`src/rtl/seven_seg_pkg.sv`:
```
// Shared types and constants for the seven-segment scan controller.
package seven_seg_pkg;

  localparam int NIBBLE_W = 4;

  typedef enum logic [1:0] {
    IDLE  = 2'd0,
    BLANK = 2'd1,
    SHOW  = 2'd2
  } scan_state_e;

  // Level that turns a digit off for the given anode polarity.
  function automatic logic digit_off_level(input bit active_low);
    return logic'(active_low);
  endfunction

endpackage

```
`src/rtl/seg_slot_timer.sv`:
```
// Per-slot cycle counter; flags the last blanking cycle and the last slot cycle.
module seg_slot_timer #(
  parameter int SCAN_DIV     = 1000,
  parameter int BLANK_CYCLES = 16
) (
  input  logic clk,
  input  logic rst_n,
  input  logic clear,
  output logic blank_end,
  output logic slot_end
);

  localparam int CNT_W = $clog2(SCAN_DIV);

  logic [CNT_W-1:0] count;

  assign blank_end = (count == CNT_W'(BLANK_CYCLES - 1));
  assign slot_end  = (count == CNT_W'(SCAN_DIV - 1));

  // NOTE: sequential state uses non-blocking assignments so every flop samples pre-edge values.
  always_ff @(posedge clk or negedge rst_n) begin
    if (!rst_n) begin
      count <= '0;
    end else if (clear || slot_end) begin
      count <= '0;
    end else begin
      count <= count + 1'b1;
    end
  end

endmodule

```
`src/rtl/seven_segment_scanner.sv`:
```
// Time-multiplexed scan controller for an N-digit seven-segment display with
// frame-boundary double buffering and leading-zero suppression.
module seven_segment_scanner
  import seven_seg_pkg::*;
#(
  parameter int NUM_DIGITS       = 4,
  parameter int SCAN_DIV         = 1000,
  parameter int BLANK_CYCLES     = 16,
  parameter bit ANODE_ACTIVE_LOW = 1'b1
) (
  input  logic                           clk,
  input  logic                           rst_n,
  input  logic                           enable,
  input  logic [NIBBLE_W*NUM_DIGITS-1:0] value_in,
  input  logic                           value_load,
  input  logic                           blank_lz,
  output logic [NIBBLE_W-1:0]            seg_in,
  output logic [NUM_DIGITS-1:0]          digit_en,
  output logic                           frame_done
);

  localparam int IDX_W = $clog2(NUM_DIGITS);
  localparam int VAL_W = NIBBLE_W * NUM_DIGITS;
  localparam logic [NUM_DIGITS-1:0] EN_OFF = {NUM_DIGITS{digit_off_level(ANODE_ACTIVE_LOW)}};

  scan_state_e         state_q, state_d;
  logic [IDX_W-1:0]    idx_q, idx_d;
  logic [VAL_W-1:0]    disp_q, disp_d, pend_q;
  logic                flag_q;
  logic                transfer, wrap;
  logic                blank_end, slot_end;
  logic                lz_dark, higher_zero;
  logic [NUM_DIGITS-1:0] onehot;
  logic [NIBBLE_W-1:0] seg_d;
  logic [NUM_DIGITS-1:0] en_d;
  logic                fd_d;

  seg_slot_timer #(
    .SCAN_DIV     (SCAN_DIV),
    .BLANK_CYCLES (BLANK_CYCLES)
  ) u_timer (
    .clk       (clk),
    .rst_n     (rst_n),
    .clear     ((state_q == IDLE) || !enable),
    .blank_end (blank_end),
    .slot_end  (slot_end)
  );

  // NOTE: every always_comb output gets a default first, so no path can infer a latch.
  always_comb begin
    state_d  = state_q;
    idx_d    = idx_q;
    transfer = 1'b0;
    wrap     = 1'b0;
    if (!enable) begin
      state_d = IDLE;
      idx_d   = '0;
    end else begin
      unique case (state_q)
        IDLE: begin
          state_d  = BLANK;
          idx_d    = '0;
          transfer = 1'b1;
        end
        BLANK: if (blank_end) state_d = SHOW;
        SHOW: if (slot_end) begin
          state_d = BLANK;
          if (idx_q == IDX_W'(NUM_DIGITS - 1)) begin
            idx_d    = '0;
            transfer = 1'b1;
            wrap     = 1'b1;
          end else begin
            idx_d = idx_q + 1'b1;
          end
        end
        default: state_d = IDLE;
      endcase
    end
  end

  // Outputs are computed from next-cycle values so the registered outputs line up with the state.
  assign disp_d = (transfer && flag_q) ? pend_q : disp_q;

  always_comb begin
    lz_dark     = 1'b0;
    higher_zero = 1'b1;
    for (int i = NUM_DIGITS - 1; i > 0; i--) begin
      higher_zero = higher_zero && (disp_d[i*NIBBLE_W +: NIBBLE_W] == '0);
      if (IDX_W'(i) == idx_d) lz_dark = blank_lz && higher_zero;
    end
  end

  always_comb begin
    onehot        = '0;
    onehot[idx_d] = 1'b1;
    seg_d         = '0;
    en_d          = EN_OFF;
    fd_d          = wrap;
    unique case (state_d)
      BLANK: seg_d = disp_d[idx_d*NIBBLE_W +: NIBBLE_W];
      SHOW: begin
        seg_d = disp_d[idx_d*NIBBLE_W +: NIBBLE_W];
        if (!lz_dark) en_d = EN_OFF ^ onehot;
      end
      default: ;
    endcase
  end

  // NOTE: the display and pending buffers are plain registers, so they reset with everything else.
  always_ff @(posedge clk or negedge rst_n) begin
    if (!rst_n) begin
      state_q    <= IDLE;
      idx_q      <= '0;
      disp_q     <= '0;
      pend_q     <= '0;
      flag_q     <= 1'b0;
      seg_in     <= '0;
      digit_en   <= EN_OFF;
      frame_done <= 1'b0;
    end else begin
      state_q    <= state_d;
      idx_q      <= idx_d;
      disp_q     <= disp_d;
      seg_in     <= seg_d;
      digit_en   <= en_d;
      frame_done <= fd_d;
      // A load on a boundary edge wins the flag; the boundary has already taken the old value.
      if (value_load) begin
        pend_q <= value_in;
        flag_q <= 1'b1;
      end else if (transfer) begin
        flag_q <= 1'b0;
      end
    end
  end

endmodule
```
`config.mk`:
```
export PLATFORM = sky130hd
export DESIGN_NAME = seven_segment_scanner
export DESIGN_NICKNAME = d
export VERILOG_FILES = /design/src/rtl/seven_seg_pkg.sv /design/src/rtl/seg_slot_timer.sv /design/src/rtl/seven_segment_scanner.sv
export SDC_FILE = /design/constraint.sdc
export NUM_CORES = 1
export LEC_CHECK = 0
export ABC_AREA = 0
export CAP_MARGIN = 10
export CORE_UTILIZATION = 50
export DETAILED_ROUTE_END_ITERATION = 12
export DONT_BUFFER_PORTS = 1
export HOLD_SLACK_MARGIN = 0.03
export PLACE_DENSITY_LB_ADDON = 0.05
export SKIP_CTS_REPAIR_TIMING = 1
export SLEW_MARGIN = 15
export SYNTH_ARGS = -nofsm -noshare
export SYNTH_HDL_FRONTEND = slang
export SYNTH_HIERARCHICAL = 1
export SYNTH_SLANG_ARGS = --single-unit
```
`constraint.sdc`:
```
create_clock -name clk -period 4.4 [get_ports clk]
set_input_delay 0.44 -clock clk [delete_from_list [all_inputs] [get_ports clk]]
set_output_delay 0.44 -clock clk [all_outputs]
set_load 0.01 [all_outputs]
```
==> reports/metrics.yaml, run 1 <==
startpoint_type: "flop"
grt_pass1_wl_mm: 8.00
hold_class: "primary input to flop"
htreeDepth: 2
nNetsFinal: 240
yosysTopAreaCell: "dfrtp_1"
synthToLayoutAreaGrowth_pct: 6.61
cellPowerDensity_mw_per_mm2: 362
p_seq_frac: 0.613
die_area_mm2: 0.00544
pwr-share-clk: 0.275
syn_area_mm2: 0.00257
synthArstFlopShare: 1.00
synth_commonest_cells: "dfrtp_1 (52), mux2_2 (27), inv_1 (14)"
grtUsageTotal: 0.197
ys_ff_latch: 56
post_drt_wl_per_cell_um: 16.9
port_buffers: 0
synth_most_common_cell: "dfrtp_1"
synth_ff_type: "dfrtp_1"
finalHoldViolations: 0
rows: 25
setup_tns_ns: 0
start_util: 0.531
crit_required_ns: 4.59
final-instance-count-excl-fill: 284
synth_top_family_by_area: "simple AND/OR/NAND/NOR gates"
final_antenna_net_count: 0
chipWidth_um: 73.7
grt_antenna_before_repair: 0
pwr-share-comb: 0.112
period_needed_ns: 3.01
yosys.area_share.adder: 0.0146
seq_area_frac_synth: 0.547
slew_headroom: 0.333
vias_per_cell: 5.77
die_y_um: 73.7
hold_ws_ns: 0.230
worst_pin_slew_ns: 1.00
timing.fmax_mhz: 332
endpoint_kind: "flop"
fillCellCount: 407
cts_sinks: 56
clock_skew_ns: 0.00596
synth-compound-area-share: 0.107
drc: 0
irDropWorstVdd_mv: 0.203
synth_cell_type_count: 51
syn_area_per_cell_um2: 12.1
drive_gt1_frac: 0.226
max_cap_viol_count: 0
grt_pass1_vias: 1722
muxShareOfSynthArea: 0.142
power_mw: 0.992
arrival_ns: 3.20
hpwl_mm: 3.47
max-clock-path-buffers: 2
gp_congestion: 0.823
drv_slew: 0
numCtsBuffers: 5
yosys.area.top_type_share: 0.506
rsz0062_at_grt: "false"
finalWirelength_mm: 4.79
first_iter_violations: 75
yosys.area_share.simple: 0.144
clkLatencyLatePin_ns: 0.30
cts-root-buf: "clkbuf_8"
grt_start_max_net_pins: 57
period_share: 0.684
synth-xor-area-share: 0.0102
synth_area_leaders: "dfrtp_1 (51%), mux2_2 (12%), dfstp_2 (4.1%), mux2i_1 (2.3%), inv_1 (2.0%)"
criticalPathCategory: "flop to flop"
synth-edff-count: 0
dr.pass1.iters: 4
syn_nets: 237
yosys_warnings: 6
switchingPower_mw: 0.250
gr-total-overflow: 0
vias: 1640
p_int_mw: 0.742
leakagePower_nw: 1.19
clkTransAtPathRegs_ns: 0.10
cp_max_fo: 23
core_area_mm2: 0.00485
antenna_cells: 0
switching_share: 0.252
cts_tree: "done"
dp_cells: 274
ios: 30
status: "completed"
setup_viol: 0
syn-instance-count: 213
[per-layer routing]
| layer | vias to the layer above | global-route usage | wire length [um] |
|---|---|---|---|
| li1 | 776 | - | - |
| met1 | 826 | 0.253 | 2190 |
| met2 | 33 | 0.329 | 2350 |
| met3 | 5 | 0.0425 | 194 |
| met4 | 0 | 0.0662 | 55 |
| met5 | - | 0 | 0 |
[power by group through the flow]
stage	Clock (mW)	Sequential, mW	Combinational (mW)
2_1_floorplan	0	0.605	0.0859
3_3_place_gp	0	0.617	0.0932
3_5_place_dp	0	0.619	0.0982
4_1_cts	0.284	0.608	0.0987
5_1_grt	0.300	0.616	0.124
6_report	0.273	0.608	0.111
[state kept, by name, indices dropped and copies added, names as in the netlist]
signal	flops
idx_q	2
digit_en	4
frame_done	1
pend_q	16
u_timer/count	10
seg_in	4
flag_q	1
disp_q	16
state_q	2
[layout make-up]
| cell class | instances | area [um^2] | share of cell area |
|---|---|---|---|
| Sequential cell | 56 | 1410 | 0.513 |
| Multi-Input combinational cell | 136 | 1070 | 0.391 |
| Tap cell | 67 | 83.8 | 0.0306 |
| Clock buffer | 7 | 76.3 | 0.0278 |
| Inverter | 15 | 56.3 | 0.0205 |
| Timing Repair Buffer | 2 | 37.5 | 0.0137 |
| Clock inverter | 1 | 8.76 | 0.00319 |
[logic make-up (layout without fill, tap and decap cells)]
| family | after synthesis | after routing |
|---|---|---|
| compound gates | 38 | 38 |
| xor+xnor | 3 | 3 |
| fa+ha+maj | 3 | 3 |
| buf+inv | 21 | 25 |
| flops | 56 | 56 |
| mux | 33 | 33 |
| simple gates | 59 | 59 |
[cell usage in the layout, fill, tap and decap left out, types with 4 or more instances in the layout]
master | synthesis | final
a21oi_1 | 7 | 7
clkbuf_8 | 0 | 5
dfrtp_1 | 52 | 52
dfstp_2 | 4 | 4
inv_1 | 14 | 14
mux2_2 | 27 | 27
mux2i_1 | 6 | 6
nand2_1 | 10 | 10
nand3_1 | 6 | 6
nor2_1 | 8 | 8
nor4_1 | 6 | 6
o21ai_0 | 9 | 9
[worst max-delay path, cell delays in order (launching register included)]
cell	delay, ns
dfrtp_1	0.41
ha_1	0.22
and4bb_2	0.26
and3_1	0.28
a21bo_2	0.17
and3_1	0.82
mux2_2	0.43
a32oi_1	0.22
a21oi_1	0.09
[final timing paths]
kind	startpoint	to	slack (ns)	depth (start not counted)
worst max-delay path	u_timer/count[0]$_DFF_PN0_	seg_in[3]$_DFF_PN0_	1.39	8
worst min-delay path	value_load	flag_q$_DFFE_PN0P_	0.23	1
worst max register to register	u_timer/count[0]$_DFF_PN0_	seg_in[3]$_DFF_PN0_	1.39	8
worst min register to register	flag_q$_DFFE_PN0P_	flag_q$_DFFE_PN0P_	0.48	1
max in group asynchronous	rst_n	digit_en[0]$_DFF_PN1_	3.46	2
min in group asynchronous	rst_n	seg_in[0]$_DFF_PN0_	0.66	2
[stage by stage]
stage	utilization	cell area (um^2)	setup slack, ns
floorplan	-	2570	1.96
detailed placement	0.540	2620	1.41
CTS	0.558	2710	1.40
finish	0.566	2740	1.39
global route	0.566	2740	1.18
global placement	0.540	2620	1.52
Power figures use the tool's default switching activity.
==> run 2, diff against run 1 <==
==> constraint.sdc (replaced) <==
create_clock -name clk -period 3.1 [get_ports clk]
set_input_delay 0.31 -clock clk [delete_from_list [all_inputs] [get_ports clk]]
set_output_delay 0.31 -clock clk [all_outputs]
set_load 0.01 [all_outputs]
==> run 2 against run 1 <==
  * Register-to-register slack lost 0.94 ns
  * Flip-flop and latch count is the same
  * Routed wire length shrank 2.8%
  * Non-clock buffer count grew 2
  * Fmax grew 14%
  * Via count grew 0.49%
  * Combinational power grew 41%
  * Clock power grew 42%
  * Sequential share of layout area shrank 0.35 points
  * Sequential power grew 42%
  * Largest cell class unchanged
==> reports/metrics.yaml, run 2 (same netlist as run 1, synthesis figures left out) <==
clkTransAtPathRegs_ns: 0.10  # about the same
slew_headroom: 0.632  # +0.299
gr-total-overflow: 0  # unchanged
pwr-share-comb: 0.111  # about the same
worst_pin_slew_ns: 0.547  # -0.453 ns
die_y_um: 73.7  # unchanged
irDropWorstVdd_mv: 0.230  # +13%
grt_pass1_wl_mm: 7.68  # -4.0%
cts_sinks: 56  # unchanged
max-clock-path-buffers: 2  # unchanged
final_cell_mix: "dfrtp_1 (52), mux2_2 (27), inv_1 (14)"
hpwl_mm: 3.44  # -0.94%
grt_use_met3: 0.0343  # -0.00823
path_buf_inv: 0  # unchanged
ios: 30  # unchanged
chipWidth_um: 73.7  # unchanged
final-instance-count-excl-fill: 286  # +0.70%
grt_most_used_layer: "met2"
post_drt_wl_per_cell_um: 16.3  # -3.4%
cp_top_family: "simple AND/OR/NAND/NOR gates"
htreeDepth: 2  # unchanged
clock_skew_ns: 0.00656  # +0.000604 ns
p_int_mw: 1.05  # +42%
crit_required_ns: 3.33  # -1.26 ns
pwr-share-clk: 0.276  # about the same
antenna_cells: 0  # unchanged
clkLatencyLatePin_ns: 0.30  # about the same
synthToLayoutAreaGrowth_pct: 7.34
vias_per_cell: 5.76  # -0.21%
met2_usage: 0.310  # -0.0194
start_util: 0.531  # unchanged
rows: 25  # unchanged
first_iter_violations: 119  # +59%
drive_gt1_frac: 0.237  # +0.0116
timing.fmax_mhz: 378  # +14%
arrival_ns: 2.88  # -0.32 ns
dr.pass1.iters: 4  # unchanged
die_area_mm2: 0.00544  # unchanged
setup_tns_ns: 0  # unchanged
finalWirelength_mm: 4.66  # -2.8%
period_share: 0.854  # +0.170
setup_viol: 0  # unchanged
grt_antenna_before_repair: 0  # unchanged
grt_pass1_vias: 1666  # -3.3%
reg.largest.list: "disp_q: 16 flops, pend_q: 16 flops, u_timer/count: 10 flops"
switching_share: 0.253  # +0.000633
port_buffers: 0  # unchanged
criticalPathCategory: "flop to flop"
vias: 1648  # +0.49%
period_needed_ns: 2.65  # -0.363 ns
cp_max_fo: 7  # -70%
fillCellCount: 398  # -2.2%
cts_tree: "done"
startpoint_type: "flop"
nNetsFinal: 242  # +0.83%
switchingPower_mw: 0.357  # +42%
rsz0062_at_grt: "false"
dp_cells: 276  # +0.73%
max_cap_viol_count: 0  # unchanged
final_antenna_net_count: 0  # unchanged
finalHoldViolations: 0  # unchanged
drc: 0  # unchanged
numCtsBuffers: 5  # unchanged
gp_congestion: 0.836  # +1.6%
core_area_mm2: 0.00485  # unchanged
drv_slew: 0  # unchanged
status: "completed"
cts-root-buf: "clkbuf_8"
endpoint_kind: "flop"
hold_class: "primary input to flop"
critPathSlowestCell: "or4_4"
grt_start_max_net_pins: 57  # unchanged
use_met1: 0.247  # -0.00555
grtUsageTotal: 0.188  # -0.00865
p_seq_frac: 0.613  # about the same
cellPowerDensity_mw_per_mm2: 510  # +41%
leakagePower_nw: 1.20  # +0.70%
layout.cells.most_common: "dfrtp_1"
critPathMaxStageDelay_ns: 0.48  # -0.34 ns
path_cells: "ha_1 -> and4bb_2 -> and3_1 -> nor4b_4 -> o311ai_4 -> or4_4 -> o22a_1 -> a31oi_1"
## run 2: power by group through the flow
stage                     logic [mW]  registers [mW]  clock network, mW
after CTS                      0.140           0.864              0.399
after global placement         0.136           0.874                  0
after global routing           0.174           0.874              0.430
after floorplan                0.122           0.858                  0
final                          0.156           0.864              0.389
after detailed placement       0.141           0.878                  0
## run 2: worst paths after layout
kind / slack (ns) / startpoint / to / cells past startpoint
setup / recovery: 0.45 / u_timer/count[0]$_DFF_PN0_ / seg_in[0]$_DFF_PN0_ / 8
hold / removal: 0.1 / value_load / pend_q[9]$_DFFE_PN0P_ / 1
setup reg to reg: 0.45 / u_timer/count[0]$_DFF_PN0_ / seg_in[0]$_DFF_PN0_ / 8
hold reg to reg: 0.48 / flag_q$_DFFE_PN0P_ / flag_q$_DFFE_PN0P_ / 1
max in group asynchronous: 2.30 / rst_n / digit_en[0]$_DFF_PN1_ / 2
min in group asynchronous: 0.50 / rst_n / pend_q[12]$_DFFE_PN0P_ / 2
## run 2: cell type report
cell class / instances / area (um^2) / share of cell area
Sequential cell: 56 / 1410 / 0.509
Multi-Input combinational cell: 136 / 1070 / 0.389
Tap cell: 67 / 83.8 / 0.0304
Clock buffer: 6 / 72.6 / 0.0263
Inverter: 15 / 56.3 / 0.0204
Timing Repair Buffer: 4 / 52.6 / 0.0190
Clock inverter: 2 / 16.3 / 0.00589
## run 2: worst reg2reg max path: stages, from the launching register on
cell and delay (ns):
dfrtp_1 0.41, ha_1 0.22, and4bb_2 0.27, and3_1 0.28, nor4b_4 0.34, o311ai_4 0.18, or4_4 0.48, o22a_1 0.24
a31oi_1 0.16
## run 2: layer usage
metal,routed length (um),part of all wire,vias to the layer above
met5,0,0,-
met4,70,0.015,0
met3,162,0.035,9
met2,2260,0.48,34
met1,2170,0.47,825
li1,-,-,780
## run 2: through the flow
| stage | utilization | setup WS [ns] | hold WS [ns] | instance area (um^2) | total power [mW] |
|---|---|---|---|---|---|
| after floorplan | - | 0.662 | 0.0144 | 2570 | 0.980 |
| after global placement | 0.543 | 0.600 | 0.0156 | 2640 | 1.01 |
| after detailed placement | 0.543 | 0.469 | 0.0154 | 2640 | 1.02 |
| after CTS | 0.562 | 0.454 | -0.321 | 2720 | 1.40 |
| after global routing | 0.570 | 0.270 | 0.0963 | 2760 | 1.48 |
| final | 0.570 | 0.451 | 0.0986 | 2760 | 1.41 |
==> run 3, diff against run 2 <==
--- a/config.mk
+++ b/config.mk
@@ -5,7 +5,7 @@
 export SDC_FILE = /design/constraint.sdc
 export NUM_CORES = 1
 export LEC_CHECK = 0
-export ABC_AREA = 0
+export ABC_AREA = 1
 export CAP_MARGIN = 10
 export CORE_UTILIZATION = 50
 export DETAILED_ROUTE_END_ITERATION = 12
==> run 3 against run 2 <==
  * Largest cell class unchanged
  * Critical endpoint is now digit_en[2]$_DFF_PN1_
  * Clock skew fell by 0.0011 ns
  * Critical path type unchanged
  * Flip-flop and latch count did not move
  * Non-clock buffer count fell by 1
==> reports/metrics.yaml, run 3 <==
final_cell_mix: "nand2_1 (92), inv_1 (59), dfrtp_1 (52)"
max_cap_viol_count: 0  # unchanged
synth-edff-count: 0  # unchanged
cellPowerDensity_mw_per_mm2: 486  # -4.8%
gp_congestion: 0.876  # +4.7%
grt_pass1_vias: 1825  # +9.5%
die_area_mm2: 0.00559  # +2.9%
pre_cts_ws_ns: 0.452  # -0.0162 ns
endpoint_kind: "flop"
max-clock-path-buffers: 2  # unchanged
finalHoldViolations: 0  # unchanged
reg.largest.list: "disp_q: 16 flops, pend_q: 16 flops, u_timer/count: 10 flops"
grtUsageTotal: 0.196  # +0.00786
worst_pin_slew_ns: 0.435  # -0.112 ns
yosysTopAreaCell: "dfrtp_1"
slew_headroom: 0.708  # +0.0759
die_y_um: 74.8  # +1.4%
clkTransAtPathRegs_ns: 0.09  # about the same
vias_per_cell: 4.84  # -16%
final_cell_area_mm2: 0.00283  # +2.6%
irDropWorstVdd_mv: 0.290  # +26%
drc: 0  # unchanged
synthToLayoutAreaGrowth_pct: 6.99
synthArstFlopShare: 1.00  # unchanged
core_area_mm2: 0.00511  # +5.3%
status: "completed"
syn-instance-count: 329  # +54%
criticalPathCategory: "flop to flop"
arrival_ns: 2.99  # +0.11 ns
leakagePower_nw: 1.43  # +20%
dpl-instance-area_mm2: 0.00271  # +2.7%
first_iter_violations: 71  # -40%
cts_sinks: 56  # unchanged
crit_required_ns: 3.35  # +0.02 ns
antenna_cells: 0  # unchanged
rsz0062_at_grt: "false"
period_needed_ns: 2.74  # +0.0929 ns
hpwl_mm: 3.61  # +4.9%
rows: 26  # +4.0%
yosys.area.top_type_share: 0.491  # -0.0146
final_antenna_net_count: 0  # unchanged
synth_commonest_cells: "nand2_1 (92), inv_1 (59), dfrtp_1 (52)"
setup_tns_ns: 0  # unchanged
post_drt_wl_per_cell_um: 12.2  # -25%
numCtsBuffers: 5  # unchanged
synth_ff_type: "dfrtp_1"
ios: 30  # unchanged
port_buffers: 0  # unchanged
drv_slew: 0  # unchanged
startpoint_type: "flop"
hold_class: "primary input to flop"
regToRegSetupSlack_ns: 0.36  # -0.09 ns
grt_pass1_wl_mm: 8.16  # +6.3%
htreeDepth: 2  # unchanged
syn_nets: 353  # +49%
vias: 1944  # +18%
seq_area_frac_synth: 0.531  # -0.0158
drive_gt1_frac: 0.0934  # -0.144
cts-root-buf: "clkbuf_8"
synth_area_leaders: "dfrtp_1 (49%), nand2_1 (13%), inv_1 (8.4%), dfstp_2 (4.0%), nor2_1 (3.8%)"
syn_area_mm2: 0.00265  # +3.0%
yosys_warnings: 6  # unchanged
final_util: 0.555  # -0.0147
synth_most_common_cell: "nand2_1"
synth_cell_type_count: 26  # -49%
worst_slack_ns: 0.359  # -0.0929 ns
clkLatencyLatePin_ns: 0.30  # about the same
grt_start_max_net_pins: 57  # unchanged
start_util: 0.519  # -0.0120
finalWirelength_mm: 4.89  # +4.9%
cp_max_fo: 22  # +15
nNetsFinal: 355  # +47%
chipWidth_um: 74.8  # +1.4%
fillCellCount: 500  # +26%
clock_skew_ns: 0.00546  # -0.00110 ns
grt_antenna_before_repair: 0  # unchanged
ys_ff_latch: 56  # unchanged
layout.cells.most_common: "nand2_1"
syn_area_per_cell_um2: 8.05  # -33%
period_share: 0.884  # +0.0300
dr.pass1.iters: 4  # unchanged
setup_viol: 0  # unchanged
timing.fmax_mhz: 365  # -3.4%
cts_tree: "done"
gr-total-overflow: 0  # unchanged
-- run 3: final cells by class --
cell class | instances | area [um^2] | share of cell area
multi-input combinational | 202 | 968 | 0.342
sequential | 56 | 1410 | 0.496
tap | 70 | 87.6 | 0.0309
clock buffer | 8 | 90.1 | 0.0318
timing repair buffer | 3 | 45.0 | 0.0159
inverter | 63 | 236 | 0.0834
-- run 3: path summary, 6_finish.rpt --
path / start / end / cells after the start
min in group asynchronous: rst_n / u_timer/count[7]$_DFF_PN0_ / 2
min reg2reg: u_timer/count[0]$_DFF_PN0_ / u_timer/count[0]$_DFF_PN0_ / 1
max in group asynchronous: rst_n / digit_en[2]$_DFF_PN1_ / 2
max: u_timer/count[0]$_DFF_PN0_ / digit_en[2]$_DFF_PN1_ / 15
max reg2reg: u_timer/count[0]$_DFF_PN0_ / digit_en[2]$_DFF_PN1_ / 15
min: value_load / pend_q[9]$_DFFE_PN0P_ / 1
-- run 3: layer usage --
metal	vias up	GRT usage	wire [um]
met1	878	0.259	2310
met5	-	0	0
met4	0	0.0566	68
met3	8	0.0428	173
li1	1024	-	-
met2	34	0.325	2340
-- run 3: logic make-up after synthesis --
logic type	after synthesis	share of synthesized area
buffers and inverters	71	0.103
AND/OR/NAND/NOR	163	0.275
XOR/XNOR	2	0.00661
AO/OA/AOI/OAI	34	0.0694
flip-flops	56	0.531
adder cells (fa/ha/maj)	3	0.0142
-- run 3: through the flow --
stage | power, mW | hold slack, ns | instances
2_1_floorplan | 0.947 | 0.0144 | 329
3_3_place_gp | 0.976 | 0.0157 | 392
3_5_place_dp | 0.978 | 0.0156 | 392
4_1_cts | 1.38 | -0.320 | 400
5_1_grt | 1.46 | 0.0922 | 402
6_report | 1.38 | 0.107 | 402
-- run 3: where the power goes --
part	internal, mW	total, mW	switching [mW]
sequential	0.793	0.818	0.0250
clock	0.183	0.398	0.215
combinational	0.0524	0.161	0.109
total	1.03	1.38	0.349
-- run 3: worst max-delay path, cell delays in order, from the launching register on --
cell and delay [ns]:
dfrtp_1 0.39, ha_1 0.18, nand2_1 0.09, inv_2 0.12, nand2_1 0.06, nor3_1 0.35, nand2_1 0.14, nand2_1 0.13
nand3_2 0.36, o21ai_1 0.36, nand2_1 0.08, nor2_1 0.10, nand3_1 0.13, nand2_1 0.08, nand2_1 0.06, nand2_1 0.06
